## src/rtl/dot_product_accumulator.sv

```systemverilog
// Accumulates N_TERMS unsigned 8-bit products into one result, with a sticky overflow flag.
// Input and output use valid/ready handshakes. A product is added one cycle after it is accepted.
module dot_product_accumulator #(
  parameter int N_TERMS   = 4,
  parameter int ACC_WIDTH = 16,
  parameter int CNT_WIDTH = 8
) (
  input  logic                 clk,
  input  logic                 rst_n,
  input  logic                 in_valid,
  output logic                 in_ready,
  input  logic [7:0]           prod,
  input  logic                 sync_clr,
  output logic                 out_valid,
  input  logic                 out_ready,
  output logic [ACC_WIDTH-1:0] out_sum,
  output logic                 out_ovf
);

  localparam logic [1:0] IDLE  = 2'd0;
  localparam logic [1:0] ACCUM = 2'd1;
  localparam logic [1:0] DONE  = 2'd2;

  localparam logic [CNT_WIDTH-1:0] N_CNT = CNT_WIDTH'(N_TERMS);
  localparam logic [CNT_WIDTH-1:0] ONE   = CNT_WIDTH'(1);

  logic [1:0]           state_q, state_d;
  logic [CNT_WIDTH-1:0] cnt_in_q, cnt_in_d;
  logic [CNT_WIDTH-1:0] cnt_add_q, cnt_add_d;
  logic [7:0]           p_q, p_d;
  logic                 v_q, v_d;
  logic [ACC_WIDTH-1:0] acc_q, acc_d;
  logic                 ovf_q, ovf_d;
  logic [ACC_WIDTH-1:0] out_sum_d;
  logic                 out_ovf_d, out_valid_d, in_ready_d;
  logic                 accept;
  logic [ACC_WIDTH:0]   sum_ext;

  always_comb begin
    // NOTE: every signal gets a default first, so no path through this block can infer a latch.
    accept      = in_valid && in_ready;
    state_d     = state_q;
    cnt_in_d    = cnt_in_q;
    cnt_add_d   = cnt_add_q;
    p_d         = p_q;
    v_d         = 1'b0;
    acc_d       = acc_q;
    ovf_d       = ovf_q;
    out_valid_d = out_valid;
    out_sum_d   = out_sum;
    out_ovf_d   = out_ovf;
    // The first term of a result starts from zero, so stale acc contents never leak in.
    sum_ext     = ((cnt_add_q == '0) ? '0 : {1'b0, acc_q}) + (ACC_WIDTH + 1)'(p_q);

    if (accept) begin
      p_d      = prod;
      v_d      = 1'b1;
      cnt_in_d = cnt_in_q + ONE;
      if (state_q == IDLE) state_d = ACCUM;
    end

    if (v_q) begin
      acc_d     = sum_ext[ACC_WIDTH-1:0];
      ovf_d     = ovf_q | sum_ext[ACC_WIDTH];
      cnt_add_d = cnt_add_q + ONE;
      if (cnt_add_d == N_CNT) begin
        state_d     = DONE;
        out_sum_d   = acc_d;
        out_ovf_d   = ovf_d;
        out_valid_d = 1'b1;
      end
    end

    if (state_q == DONE && out_valid && out_ready) begin
      state_d     = IDLE;
      out_valid_d = 1'b0;
      acc_d       = '0;
      ovf_d       = 1'b0;
      cnt_in_d    = '0;
      cnt_add_d   = '0;
    end

    // An abort wins over the accept, accumulate and output handshake that fall on the same edge.
    if (sync_clr) begin
      state_d     = IDLE;
      v_d         = 1'b0;
      acc_d       = '0;
      ovf_d       = 1'b0;
      cnt_in_d    = '0;
      cnt_add_d   = '0;
      out_valid_d = 1'b0;
      out_sum_d   = '0;
      out_ovf_d   = 1'b0;
    end

    in_ready_d = (state_d != DONE) && (cnt_in_d < N_CNT);
  end

  always_ff @(posedge clk or negedge rst_n) begin
    if (!rst_n) begin
      state_q   <= IDLE;
      cnt_in_q  <= '0;
      cnt_add_q <= '0;
      p_q       <= '0;
      v_q       <= 1'b0;
      acc_q     <= '0;
      ovf_q     <= 1'b0;
      out_valid <= 1'b0;
      out_sum   <= '0;
      out_ovf   <= 1'b0;
      in_ready  <= 1'b0;
    end else begin
      // NOTE: clocked state uses non-blocking assignments, so every register samples pre-edge values.
      state_q   <= state_d;
      cnt_in_q  <= cnt_in_d;
      cnt_add_q <= cnt_add_d;
      p_q       <= p_d;
      v_q       <= v_d;
      acc_q     <= acc_d;
      ovf_q     <= ovf_d;
      out_valid <= out_valid_d;
      out_sum   <= out_sum_d;
      out_ovf   <= out_ovf_d;
      in_ready  <= in_ready_d;
    end
  end

endmodule
```

## config.mk

```make
export PLATFORM = sky130hd
export DESIGN_NAME = dot_product_accumulator
export DESIGN_NICKNAME = d
export VERILOG_FILES = /design/src/rtl/dot_product_accumulator.sv
export SDC_FILE = /design/constraint.sdc
export NUM_CORES = 1
export LEC_CHECK = 0
export CORE_ASPECT_RATIO = 1.75
export CORE_MARGIN = 5
export CORE_UTILIZATION = 57
export DETAILED_ROUTE_END_ITERATION = 10
export PLACE_DENSITY = 0.77
export SETUP_SLACK_MARGIN = 0.02
export SYNTH_ARGS = -nofsm -noshare
export SYNTH_HDL_FRONTEND = slang
export SYNTH_SLANG_ARGS = --single-unit
```

## constraint.sdc

```tcl
create_clock -name clk -period 3.72 [get_ports clk]
set_input_delay 0.558 -clock clk [delete_from_list [all_inputs] [get_ports clk]]
set_output_delay 0.558 -clock clk [all_outputs]
set_load 0.005 [all_outputs]
```

==> After elaboration in Yosys (flattened, before gate mapping) <==
Cells that the tools add are included.
{ "totals": {"inputBits": 13, "memories": 0, "ff_bits": 63, "rom_bits": 0, "elab_cells": 62, "ramBits": 0, "latch_bits": 0, "output_inout_bits": 19} }
{ "classes": {"bitwise": 1, "mux": 31, "multipliers": 0, "add_sub_neg": 3, "div_mod_pow": 0, "eq_ne": 3, "reduce_logical": 12, "shifts": 0, "order_cmp": 1} }
{ "ops": {"columns": ["op", "n"], "rows": [
  ["2-to-1 mux 16 bit", 7],
  ["2-to-1 mux 8 bit", 6],
  ["adder 16 x 8 -> 17 bit", 1],
  ["adder 8 x 1 -> 8 bit, second input constant", 2],
  ["2-to-1 mux 1 bit", 12],
  ["2-to-1 mux 2 bit", 6],
  ["equality test 8 x 3 -> 1 bit, second input constant", 1],
  ["logical NOT 8 bit", 1],
  ["< comparator 8 x 3 -> 1 bit, second input constant", 1],
  ["nonzero test 3 bit", 2],
  ["logical AND 1 bit", 4],
  ["AND reduction 2 bit", 2],
  ["nonzero test 2 bit", 2],
  ["equality test 2 bit, second input constant", 1],
  ["logical NOT 2 bit", 1],
  ["!= test 2 bit, second input constant", 1],
  ["bitwise OR 1 bit", 1]
]} }

==> Longest topological paths before layout <==
{ "depth": {"ltp_word": 9, "depth_mapped": 14, "ltp_nobuf": 13} }

==> Least setup slack after synthesis <==
OpenSTA, ideal clock, no wires.
{ "synth_path": {"path_kind": "register -> register", "start": "register cnt_add_q[0]", "end": "register acc_q[14]", "path_buffers": 1, "arrival_time_ns": 3.015, "synth_period_minus_slack_ns": 3.097, "setup_ns": 0.082, "path_slack_ns": 0.623, "path_stages_with_launch": 15, "path_cell_list": "dfrtp_1 inv_1 ha_1 nand3_1 clkbuf_1 and2_1 ha_1 inv_1 fa_1 nor2b_1 o2111ai_1 a21oi_1 o2111ai_1 or3_1 a31oi_1"} }
{ "synth_via": {"elab_chain_len": 6} }
{ "synth_lines": {"columns": ["item", "line_no", "text"], "rows": [
  ["start, declared", "29", "logic [CNT_WIDTH-1:0] cnt_add_q, cnt_add_d;"],
  ["start signal, assigned", "116", "cnt_add_q <= cnt_add_d;"],
  ["logical NOT 8 bit", "53", "sum_ext = ((cnt_add_q == '0) ? '0 : {1'b0, acc_q}) + (ACC_WIDTH + 1)'(p_q);"],
  ["2-to-1 mux 16 bit", "53", null],
  ["adder 16 x 8 -> 17 bit", "53", null],
  ["2-to-1 mux 16 bit", "62", "if (v_q) begin"],
  ["2-to-1 mux 16 bit", "74", "if (state_q == DONE && out_valid && out_ready) begin"],
  ["2-to-1 mux 16 bit", "84", "if (sync_clr) begin"],
  ["end signal, assigned", "106", "acc_q <= '0;"],
  ["end signal, assigned", "119", "acc_q <= acc_d;"],
  ["end, declared", "32", "logic [ACC_WIDTH-1:0] acc_q, acc_d;"]
]} }
No other way between the ends. The select of a mux whose other input is x is not followed.
A chain may end at the register's enable or synchronous reset.

==> Worst setup path after layout <==
Same ends and word-level chain as after synthesis.

==> flow_summary_export.csv <==
group,metric,value,unit
run_status,run_status,"finished, final reports clean",
placement,io_buffers,31,
grt,busiest_layer,"met2",
worst_setup_path,critPathKind,"reg2reg",
timing,period_share,0.8962,
yosys,ys_ff_latch,63,
yosys,synth.distinct_cells,45,
detailed_routing,drtPass1Iterations,5,
clock_tree,postCtsSetupBuffers,0,
final_layout,diodes,0,
worst_setup_path,critPathRequiredTime,3980,ps
clock_tree,clkTransAtPathRegs,70,ps
power_and_ir_drop,p_seq_frac,0.481,
placement,dp_slack,432.9,ps
worst_setup_path,endpoint_kind,"register",
placement,dpl.hpwl,5663,um
yosys,syn_area,3303,sq um
final_layout,postLayoutCellArea,3905,sq um
grt,grt_pass1_vias,2804,
detailed_routing,drc,0,
clock_tree,cts_resized,0,
power_and_ir_drop,internal_power,1.136,mW
power_and_ir_drop,p_leak,1.737,nW
yosys,synth_top_cell_area_share,0.4773,
clock_tree,clock_path_buffers,2,
detailed_routing,wl_per_cell,16.07,um
timing,finClkSkew,8.748,ps
timing,setup_tns,0,ps
detailed_routing,wirelength,7601,um
timing,holdWs,261.5,ps
clock_tree,cts_hold_buf,0,
timing,setup_ws,386.0,ps
detailed_routing,first_iter_violations,177,
timing,fmax,299.9,MHz
clock_tree,cts_tree,"done",
grt,grtUsageTotal,0.2248,
grt,grt_pass1_wl,12830,um
floorplanning,die_w,67.55,um
timing,hold_violations,0,
clock_tree,root_buffer,"clkbuf_8",
clock_tree,h-tree-depth,3,
final_layout,nNetsFinal,417,
floorplanning,die_h,110.7,um
clock_tree,clkLatencyLatePin,350,ps
floorplanning,die_area,7478,sq um
grt,met1_usage,0.2548,
placement,dpl-instance-area,3700,sq um
final_layout,syn_to_final_growth,18.22,%
grt,grt_max_degree,33,
floorplanning,ios,32,
detailed_routing,vias,2765,
yosys,yosysWarnings,0,
yosys,postSynthCellCount,357,
run,drv_cap,0,
timing,setup_viol,0,
yosys,synth.area.top_cells,"dfrtp_1 (48%), nand2_1 (7.2%), nor2_1 (4.5%), ha_1 (4.2%), a21oi_1 (3.2%)",
grt,grt_use_met2,0.3643,
power_and_ir_drop,swShare,0.2411,
grt,grt_overflow,0,
detailed_routing,vias_per_cell,5.846,
yosys,yosysTopAreaCell,"dfrtp_1",
power_and_ir_drop,combPwrFrac,0.100,
power_and_ir_drop,vdd_drop_max,0.3104,mV
worst_setup_path,arrival,3600,ps
worst_setup_path,start_kind,"register",
timing,drv_slew,0,
worst_setup_path,worstPathMaxFanout,9,
placement,gp_congestion,0.9104,
power_and_ir_drop,p_clk_frac,0.419,
floorplanning,fp-row-count,36,
final_layout,post-route-util,0.6991,
final_layout,drive_gt1_frac,0.06045,
power_and_ir_drop,power.density,383.4,nW/um^2
floorplanning,core_area,5585,sq um
clock_tree,cts.sinks,63,
final_layout,fillerInstances,448,
grt,antenna_found_initial,0,
timing,min_period,3334,ps
yosys,syn_area_per_cell,9.253,sq um
yosys,syn_nets,382,
detailed_routing,antenna_left,0,
yosys,yosysSeqAreaShare,0.4773,
hold_path,hold_path.class,"in2async",
floorplanning,start_util,0.5914,
clock_tree,numCtsBuffers,9,
timing,slew_headroom,0.5246,
timing,rsz0062_at_grt,"no",
grt,grt_util_met3,0.05477,
timing,tightestPinTransition,713.1,ps
power_and_ir_drop,switchingPower,0.3610,mW
[registers in the layout (all words and copies together) (netlist names)]
name and cells:
acc_q 16, cnt_add_q 8, cnt_in_q 8, in_ready 1
out_ovf 1, out_sum 16, out_valid 1, ovf_q 1
p_q 8, state_q 2, v_q 1
[cell usage in the layout, fill, tap and decap left out, types with 3 or more instances in the layout]
master and count:
and2_1 9, clkbuf_8 9, clkbuf_1 3, nor3_1 3, clkdlybuf4s50_1 30, a21o_1 5
and3_1 4, a21oi_1 21, o21ai_0 8, buf_4 6, or4_1 3, nand4_1 7
nor4_1 4, a211oi_1 3, or3_1 8, mux2i_1 8, ha_1 11, dfrtp_1 63
inv_1 7, a31oi_1 4, nand2_1 63, xor2_1 12, o21ai_1 3, xnor2_1 11
nand3_1 16, nor2_1 40
[final timing paths]
kind,to,startpoint,depth (start not counted),slack (ps)
worst max-delay path,acc_q[14]$_DFFE_PN0P_,cnt_add_q[0]$_DFFE_PN0P_,13,390
worst max register to register,acc_q[14]$_DFFE_PN0P_,cnt_add_q[0]$_DFFE_PN0P_,13,390
max in group asynchronous,cnt_add_q[4]$_DFFE_PN0P_,rst_n,2,2590
min in group clk,ovf_q$_DFFE_PN0P_,ovf_q$_DFFE_PN0P_,2,480
worst min-delay path,out_sum[7]$_DFFE_PN0P_,rst_n,1,260
worst min register to register,ovf_q$_DFFE_PN0P_,ovf_q$_DFFE_PN0P_,2,480
[per-layer routing]
metal  wire (um)  up-vias
met5           0        -
met4         281        0
met3         354       23
met2        3966       78
met1        2999     1337
li1            -     1327
[critical path: stages, from the launching register on]
cell       delay [ps]
dfrtp_1           420
inv_1              90
ha_1              260
nand3_1           240
and2_1            180
ha_1              190
inv_1              70
fa_1              400
nor2b_1           180
o2111ai_1         160
a21oi_1           340
o2111ai_1         190
or3_1             350
a31oi_1           180
[area by class of cell]
| type | count | area (sq um) | area share |
|---|---|---|---|
| inverter | 7 | 26.28 | 0.006729 |
| tap | 76 | 95.09 | 0.02435 |
| clock inverter | 4 | 70.07 | 0.01794 |
| sequential | 63 | 1577 | 0.4037 |
| clock buffer | 12 | 135.1 | 0.03460 |
| timing repair buffer | 37 | 350.3 | 0.08971 |
| multi-input combinational | 274 | 1652 | 0.4229 |
[cell usage after synthesis]
library cell and number:
nand3_1 16, inv_1 7, a21o_1 5, a21oi_1 21
nor4_4 1, a2bb2oi_1 1, o211a_1 1, nor4_1 4
and3_1 4, a311oi_1 1, a31oi_1 4, nand2_1 63
o31ai_1 2, nand4_2 1, o21bai_1 2, o211ai_1 2
buf_1 1, xnor2_1 11, a211oi_1 3, o21ai_0 8
and2_1 9, ha_1 11, or3_1 8, a32o_1 1
mux2i_1 8, fa_1 1, a31o_2 2, nand4_1 7
o21ai_1 3, or2_1 1, a32oi_1 2, dfrtp_1 63
clkbuf_1 12, nor2_1 40, o21a_1 2, nor3_1 3
or4_1 3, o2111ai_1 2, a31o_1 1, xor2_1 12
nor2b_1 2, nand3b_1 1, a211o_1 1, o41ai_1 2
o311ai_0 2
[power by group through the flow]
stage	logic [mW]	registers [mW]	clock network, mW
final	0.149	0.721	0.627
after global routing	0.168	0.722	0.667
after CTS	0.151	0.720	0.644
after detailed placement	0.149	0.732	0
after global placement	0.146	0.731	0
after floorplan	0.0920	0.728	0
[through the flow]
stage,power (mW),instances
after CTS,1.515,473
after global routing,1.557,473
final,1.497,473
after detailed placement,0.8819,457
after global placement,0.8773,457
after floorplan,0.8200,357
[logic make-up (layout without fill, tap and decap cells)]
family                   after synthesis  in the layout  share of synthesized area
adder cells (fa/ha/maj)               12             12                    0.04773
buffers and inverters                 20             60                    0.02273
multiplexers                           8              8                    0.02424
XOR/XNOR                              23             23                    0.06098
AO/OA/AOI/OAI                         68             68                     0.1356
flip-flops                            63             63                     0.4773
AND/OR/NAND/NOR                      163            163                     0.2314
No activity file was read; power rests on OpenSTA's default activity.
==> RTL change 1, RTL diff (same flow settings) <==
`p_q` and `out_sum` no longer have a reset.
--- a/src/rtl/dot_product_accumulator.sv
+++ b/src/rtl/dot_product_accumulator.sv
@@ -102,10 +102,8 @@
       cnt_in_q  <= '0;
       cnt_add_q <= '0;
-      p_q       <= '0;
       v_q       <= 1'b0;
       acc_q     <= '0;
       ovf_q     <= 1'b0;
       out_valid <= 1'b0;
-      out_sum   <= '0;
       out_ovf   <= 1'b0;
       in_ready  <= 1'b0;
@@ -115,10 +113,8 @@
       cnt_in_q  <= cnt_in_d;
       cnt_add_q <= cnt_add_d;
-      p_q       <= p_d;
       v_q       <= v_d;
       acc_q     <= acc_d;
       ovf_q     <= ovf_d;
       out_valid <= out_valid_d;
-      out_sum   <= out_sum_d;
       out_ovf   <= out_ovf_d;
       in_ready  <= in_ready_d;
@@ -126,3 +122,8 @@
   end
 
+  always_ff @(posedge clk) begin
+    p_q     <= p_d;
+    out_sum <= out_sum_d;
+  end
+
 endmodule
Formal check against the unedited RTL: differs if rst_n is asserted again (counterexample within 10 cycles, from zero or initial values and one cycle with rst_n low); with rst_n held inactive, the same outputs for 10 cycles.
==> RTL change 1 against the original RTL <==
  * Sequential cell count stayed put
  * Design area down 0.26%
  * Setup slack worse by 0.079 ns
  * Non-clock buffer count decreased by 2
  * Global-route usage shrank 0.41 points
  * Routed wire length down 3.9%
  * Power decreased by 3.1%
  * Area after synthesis increased by 0.87%
  * Count of clock-buffer cells in the layout is the same
  * Highest routed layer unchanged
==> RTL change 1: results <==
export IMPL_root_buffer="clkbuf_8"
export IMPL_synth_seq_area_share=0.461
export IMPL_grt_pass1_wl_um=12500
export IMPL_synth_top_cells_by_count="45 x nor2_1, 39 x dfrtp_1, 21 x nand2_1"
export IMPL_holdCritPathClass="in2async"
export IMPL_wl_per_cell_um=16.2
export IMPL_syn_nets=363
export IMPL_yosys_warnings=0
export IMPL_fin_ws_ns=0.307
export IMPL_cp_max_fo=10
export IMPL_numCtsBuffers=9
export IMPL_crit_type="reg2reg"
export IMPL_grt_max_degree=40
export IMPL_antenna_found_initial=0
export IMPL_synth_top_flop_cell="dfrtp_1"
export IMPL_cts_buffer_depth=2
export IMPL_r2r_start="cnt_add_q[0]$_DFFE_PN0P_"
export IMPL_cts_resized=0
export IMPL_worst_r2r_cell_count=12
export IMPL_grt_total_usage=0.221
export IMPL_synth_async_reset_ratio=0.619
export IMPL_layout_nets=392
export IMPL_p_leak_nw=1.51
export IMPL_grt_pass1_vias=2612
export IMPL_synth_edff_count=8
export IMPL_num_fill_cells=483
export IMPL_synth_distinct_cells=54
export IMPL_worstReg2RegEnd="out_sum[14]$_SDFFE_PP0P_"
export IMPL_arrival_ns=3.68
export IMPL_status="finished clean"
export IMPL_drtIter0Drc=245
export IMPL_worst_pin_slew_ns=0.934
export IMPL_reg_top3="acc_q x16, out_sum x16"
export IMPL_portBuffers=31
export IMPL_post_cts_buffers=0
export IMPL_vias=2630
export IMPL_cts_max_level=3
export IMPL_ys_top_cells_by_area="dfrtp_1 29%, dfxtp_1 9.6%, edfxtp_1 7.2%"
export IMPL_routabilityCongestion=0.910
export IMPL_post_place_ws_ns=0.347
export IMPL_layout_drive_gt1_share=0.0860
export IMPL_vdd_drop_max_mv=0.283
export IMPL_fin_skew_ns=0.00702
export IMPL_sw_frac_of_total=0.241
export IMPL_clk_pin_slew_worst_paths_ns=0.07
export IMPL_post_dp_hpwl_um=5240
export IMPL_firstDrtPassIters=6
export IMPL_diodes=0
export IMPL_slew_viol_final=0
export IMPL_clkLatencyLatePin_ns=0.36
-- RTL change 1: worst max path at each step --
stage / endpoint / cells after the start
2_1_floorplan: out_sum[14]$_SDFFE_PP0P_ / 14
3_3_place_gp: out_sum[14]$_SDFFE_PP0P_ / 10
3_5_place_dp: out_sum[14]$_SDFFE_PP0P_ / 12
4_1_cts: out_sum[14]$_SDFFE_PP0P_ / 12
5_1_grt: out_ovf$_DFFE_PN0P_ / 12
6_report: out_sum[14]$_SDFFE_PP0P_ / 12
-- RTL change 1: critical path, stage by stage (launching register included) --
cell,delay (ns)
dfrtp_1,0.43
inv_1,0.08
ha_1,0.14
nor3b_1,0.26
nand2_1,0.26
and2_1,0.24
ha_1,0.21
fa_1,0.41
a21o_2,0.23
a221oi_4,0.40
o21a_4,0.25
o21ai_0,0.13
a311oi_1,0.28
-- RTL change 1: cell type report --
cell class,instances,area (um2),area share
tap,78,97.6,0.0251
clock inverter,4,43.8,0.0112
clock buffer,12,155,0.0398
multi-input combinational,244,1670,0.430
timing repair buffer,35,335,0.0861
inverter,14,52.6,0.0135
sequential,63,1540,0.394
-- RTL change 1: power by group through the flow --
stage,combinational [mW],sequential (mW),clock (mW)
2_1_floorplan,0.0816,0.733,0
3_5_place_dp,0.128,0.737,0
6_report,0.128,0.724,0.598
5_1_grt,0.142,0.725,0.638
3_3_place_gp,0.125,0.736,0
4_1_cts,0.128,0.724,0.608
-- RTL change 1: metrics by stage --
stage | util | instance area, um2 | instances | hold WS (ns)
2_1_floorplan | - | 3330 | 338 | 0.262
3_3_place_gp | 0.639 | 3700 | 434 | 0.465
3_5_place_dp | 0.639 | 3700 | 434 | 0.473
4_1_cts | 0.673 | 3890 | 450 | 0.357
5_1_grt | 0.673 | 3890 | 450 | 0.420
6_report | 0.673 | 3890 | 450 | 0.342
-- RTL change 1: layer usage --
layer  vias to the layer above  track usage  share of wire
met5                         -            0              0
li1                       1282            -              -
met2                        55        0.363           0.53
met4                         0        0.130          0.032
met3                        14       0.0375          0.041
met1                      1279        0.259           0.40
-- RTL change 1: cells by family after synthesis --
logic type                 synth area share
DFF                                   0.461
AOI/OAI and AO/OA                     0.148
adders and majority gates            0.0473
buffers and inverters                0.0364
and+or+nand+nor                       0.202
xor gates and xnor gates             0.0605
muxes                                0.0451
==> RTL change 2, RTL diff (same flow settings) <==
Made on the original files. `CNT_WIDTH`: 8 -> 12.
--- a/src/rtl/dot_product_accumulator.sv
+++ b/src/rtl/dot_product_accumulator.sv
@@ -4,5 +4,5 @@
   parameter int N_TERMS   = 4,
   parameter int ACC_WIDTH = 16,
-  parameter int CNT_WIDTH = 8
+  parameter int CNT_WIDTH = 12
 ) (
   input  logic                 clk,
Behaviour: no difference found for any inputs over 10 cycles, from zero or initial values and one cycle with rst_n low; that may be too few to reach the edited logic, so the function may still have changed.
==> RTL change 2 against the original RTL <==
  * Setup slack lost 0.014 ns
  * Critical path type unchanged
  * Sequential power grew 12%
  * Sequential cell count grew 8
  * Design area grew 17%
  * Area after synthesis grew 19%
  * Routed wire length grew 11%
  * Largest power group unchanged
  * Non-clock buffer count grew 1
  * Count of clock-buffer cells in the layout grew 1
  * Highest routed layer unchanged
  * Power grew 18%
==> RTL change 2: results <==
export IMPL_portBuffers=31
export IMPL_cts_resized=0
export IMPL_grt_pass1_vias=3147
export IMPL_synth_distinct_cells=59
export IMPL_diodes=0
export IMPL_synth_cells=399
export IMPL_vdd_drop_max_mv=0.330
export IMPL_reg2reg_slack_ns=0.37
export IMPL_r2r_start="cnt_add_q[0]$_DFFE_PN0P_"
export IMPL_grt_util_met2=0.370
export IMPL_drtIter0Drc=155
export IMPL_layout_nets=454
export IMPL_syn_nets=424
export IMPL_antenna_found_initial=0
export IMPL_num_fill_cells=576
export IMPL_drc=0
export IMPL_clk_pin_slew_worst_paths_ns=0.05
export IMPL_post_cts_buffers=0
export IMPL_arrival_ns=3.61
export IMPL_yosys_warnings=0
export IMPL_numCtsBuffers=9
export IMPL_synth_seq_area_share=0.453
export IMPL_worst_pin_slew_ns=1.15
export IMPL_post_dp_hpwl_um=5990
export IMPL_post_place_ws_ns=0.398
export IMPL_routabilityCongestion=0.903
export IMPL_fin_skew_ns=0.00519
export IMPL_root_buffer="clkbuf_16"
export IMPL_worstReg2RegEnd="acc_q[14]$_DFFE_PN0P_"
export IMPL_cts_buffer_depth=2
export IMPL_p_leak_nw=1.98
export IMPL_dp_cells=502
export IMPL_synth_top_cells_by_count="71 x dfrtp_1, 53 x nor2_1, 27 x nand2_1"
export IMPL_clkLatencyLatePin_ns=0.33
export IMPL_vias_per_cell=5.95
export IMPL_holdCritPathClass="in2async"
export IMPL_synth_async_reset_ratio=1.00
export IMPL_wl_per_cell_um=16.3
export IMPL_grt_total_usage=0.213
export IMPL_ys_top_cells_by_area="dfrtp_1 45%, nor2_1 5.1%, xor2_1 4.7%"
export IMPL_worst_r2r_cell_count=14
export IMPL_reg_top3="acc_q x16, out_sum x16"
export IMPL_grt_pass1_wl_um=14500
export IMPL_cp_max_fo=13
export IMPL_status="finished clean"
export IMPL_firstDrtPassIters=4
export IMPL_crit_slowest_cell="dfrtp_1"
export IMPL_grtUsageMet1=0.234
export IMPL_cts_max_level=3
export IMPL_timing_hold_ws_ns=0.434
export IMPL_grt_max_degree=49
export IMPL_layout_drive_gt1_share=0.0968
export IMPL_layoutNonFillerInstCount=518
export IMPL_cpPeakStageDelay_ns=0.44
export IMPL_globalRouteMet3Util=0.0503
RTL change 2: per-layer routing:
layer | routed length, um | vias up
met2 | 4620 | 70
met5 | 0 | -
li1 | - | 1463
met4 | 244 | 0
met1 | 3260 | 1532
met3 | 339 | 18
RTL change 2: layout make-up:
cell class	count	area (um2)	area share
sequential	71	1780	0.389
clock inverter	3	17.5	0.00384
clock buffer	13	260	0.0570
multi-input combinational	297	2000	0.439
inverter	12	45.0	0.00986
tap	84	105	0.0230
timing repair buffer	38	358	0.0784
RTL change 2: worst max-delay path by stage:
stage,slack (ns),to,start
finish,0.37,acc_q[14]$_DFFE_PN0P_,cnt_add_q[0]$_DFFE_PN0P_
global route,0.11,out_sum[10]$_DFFE_PN0P_,cnt_add_q[2]$_DFFE_PN0P_
CTS,0.36,acc_q[14]$_DFFE_PN0P_,cnt_add_q[0]$_DFFE_PN0P_
detailed placement,0.40,acc_q[14]$_DFFE_PN0P_,cnt_add_q[0]$_DFFE_PN0P_
global placement,0.44,acc_q[14]$_DFFE_PN0P_,cnt_add_q[0]$_DFFE_PN0P_
floorplan,0.61,acc_q[14]$_DFFE_PN0P_,cnt_add_q[0]$_DFFE_PN0P_
RTL change 2: cells by family after synthesis:
group,Yosys count,share of synthesized area
AND/OR/NAND/NOR,161,0.210
XOR/XNOR,36,0.0805
adder cells (fa/ha/maj),12,0.0402
flip-flops,71,0.453
AO/OA/AOI/OAI,64,0.117
buffers and inverters,31,0.0351
multiplexers,24,0.0639
RTL change 2: power by group:
part	switching (mW)	internal [mW]	total (mW)
registers	0.0146	0.794	0.809
logic	0.0998	0.0653	0.165
clock network	0.308	0.485	0.794
total	0.423	1.34	1.77
RTL change 2: critical path, delay by kind of cell (launching register included):
family | cells | cell delay [ns]
adders and majority gates | 3 | 0.79
DFF | 1 | 0.44
buffers and inverters | 3 | 0.33
and+or+nand+nor | 5 | 1.10
AOI/OAI and AO/OA | 3 | 0.60
RTL change 2: through the flow:
step / power (mW) / cell area (um2)
floorplan: 0.922 / 3920
finish: 1.77 / 4570
global route: 1.84 / 4570
global placement: 0.982 / 4290
detailed placement: 0.987 / 4290
CTS: 1.78 / 4570
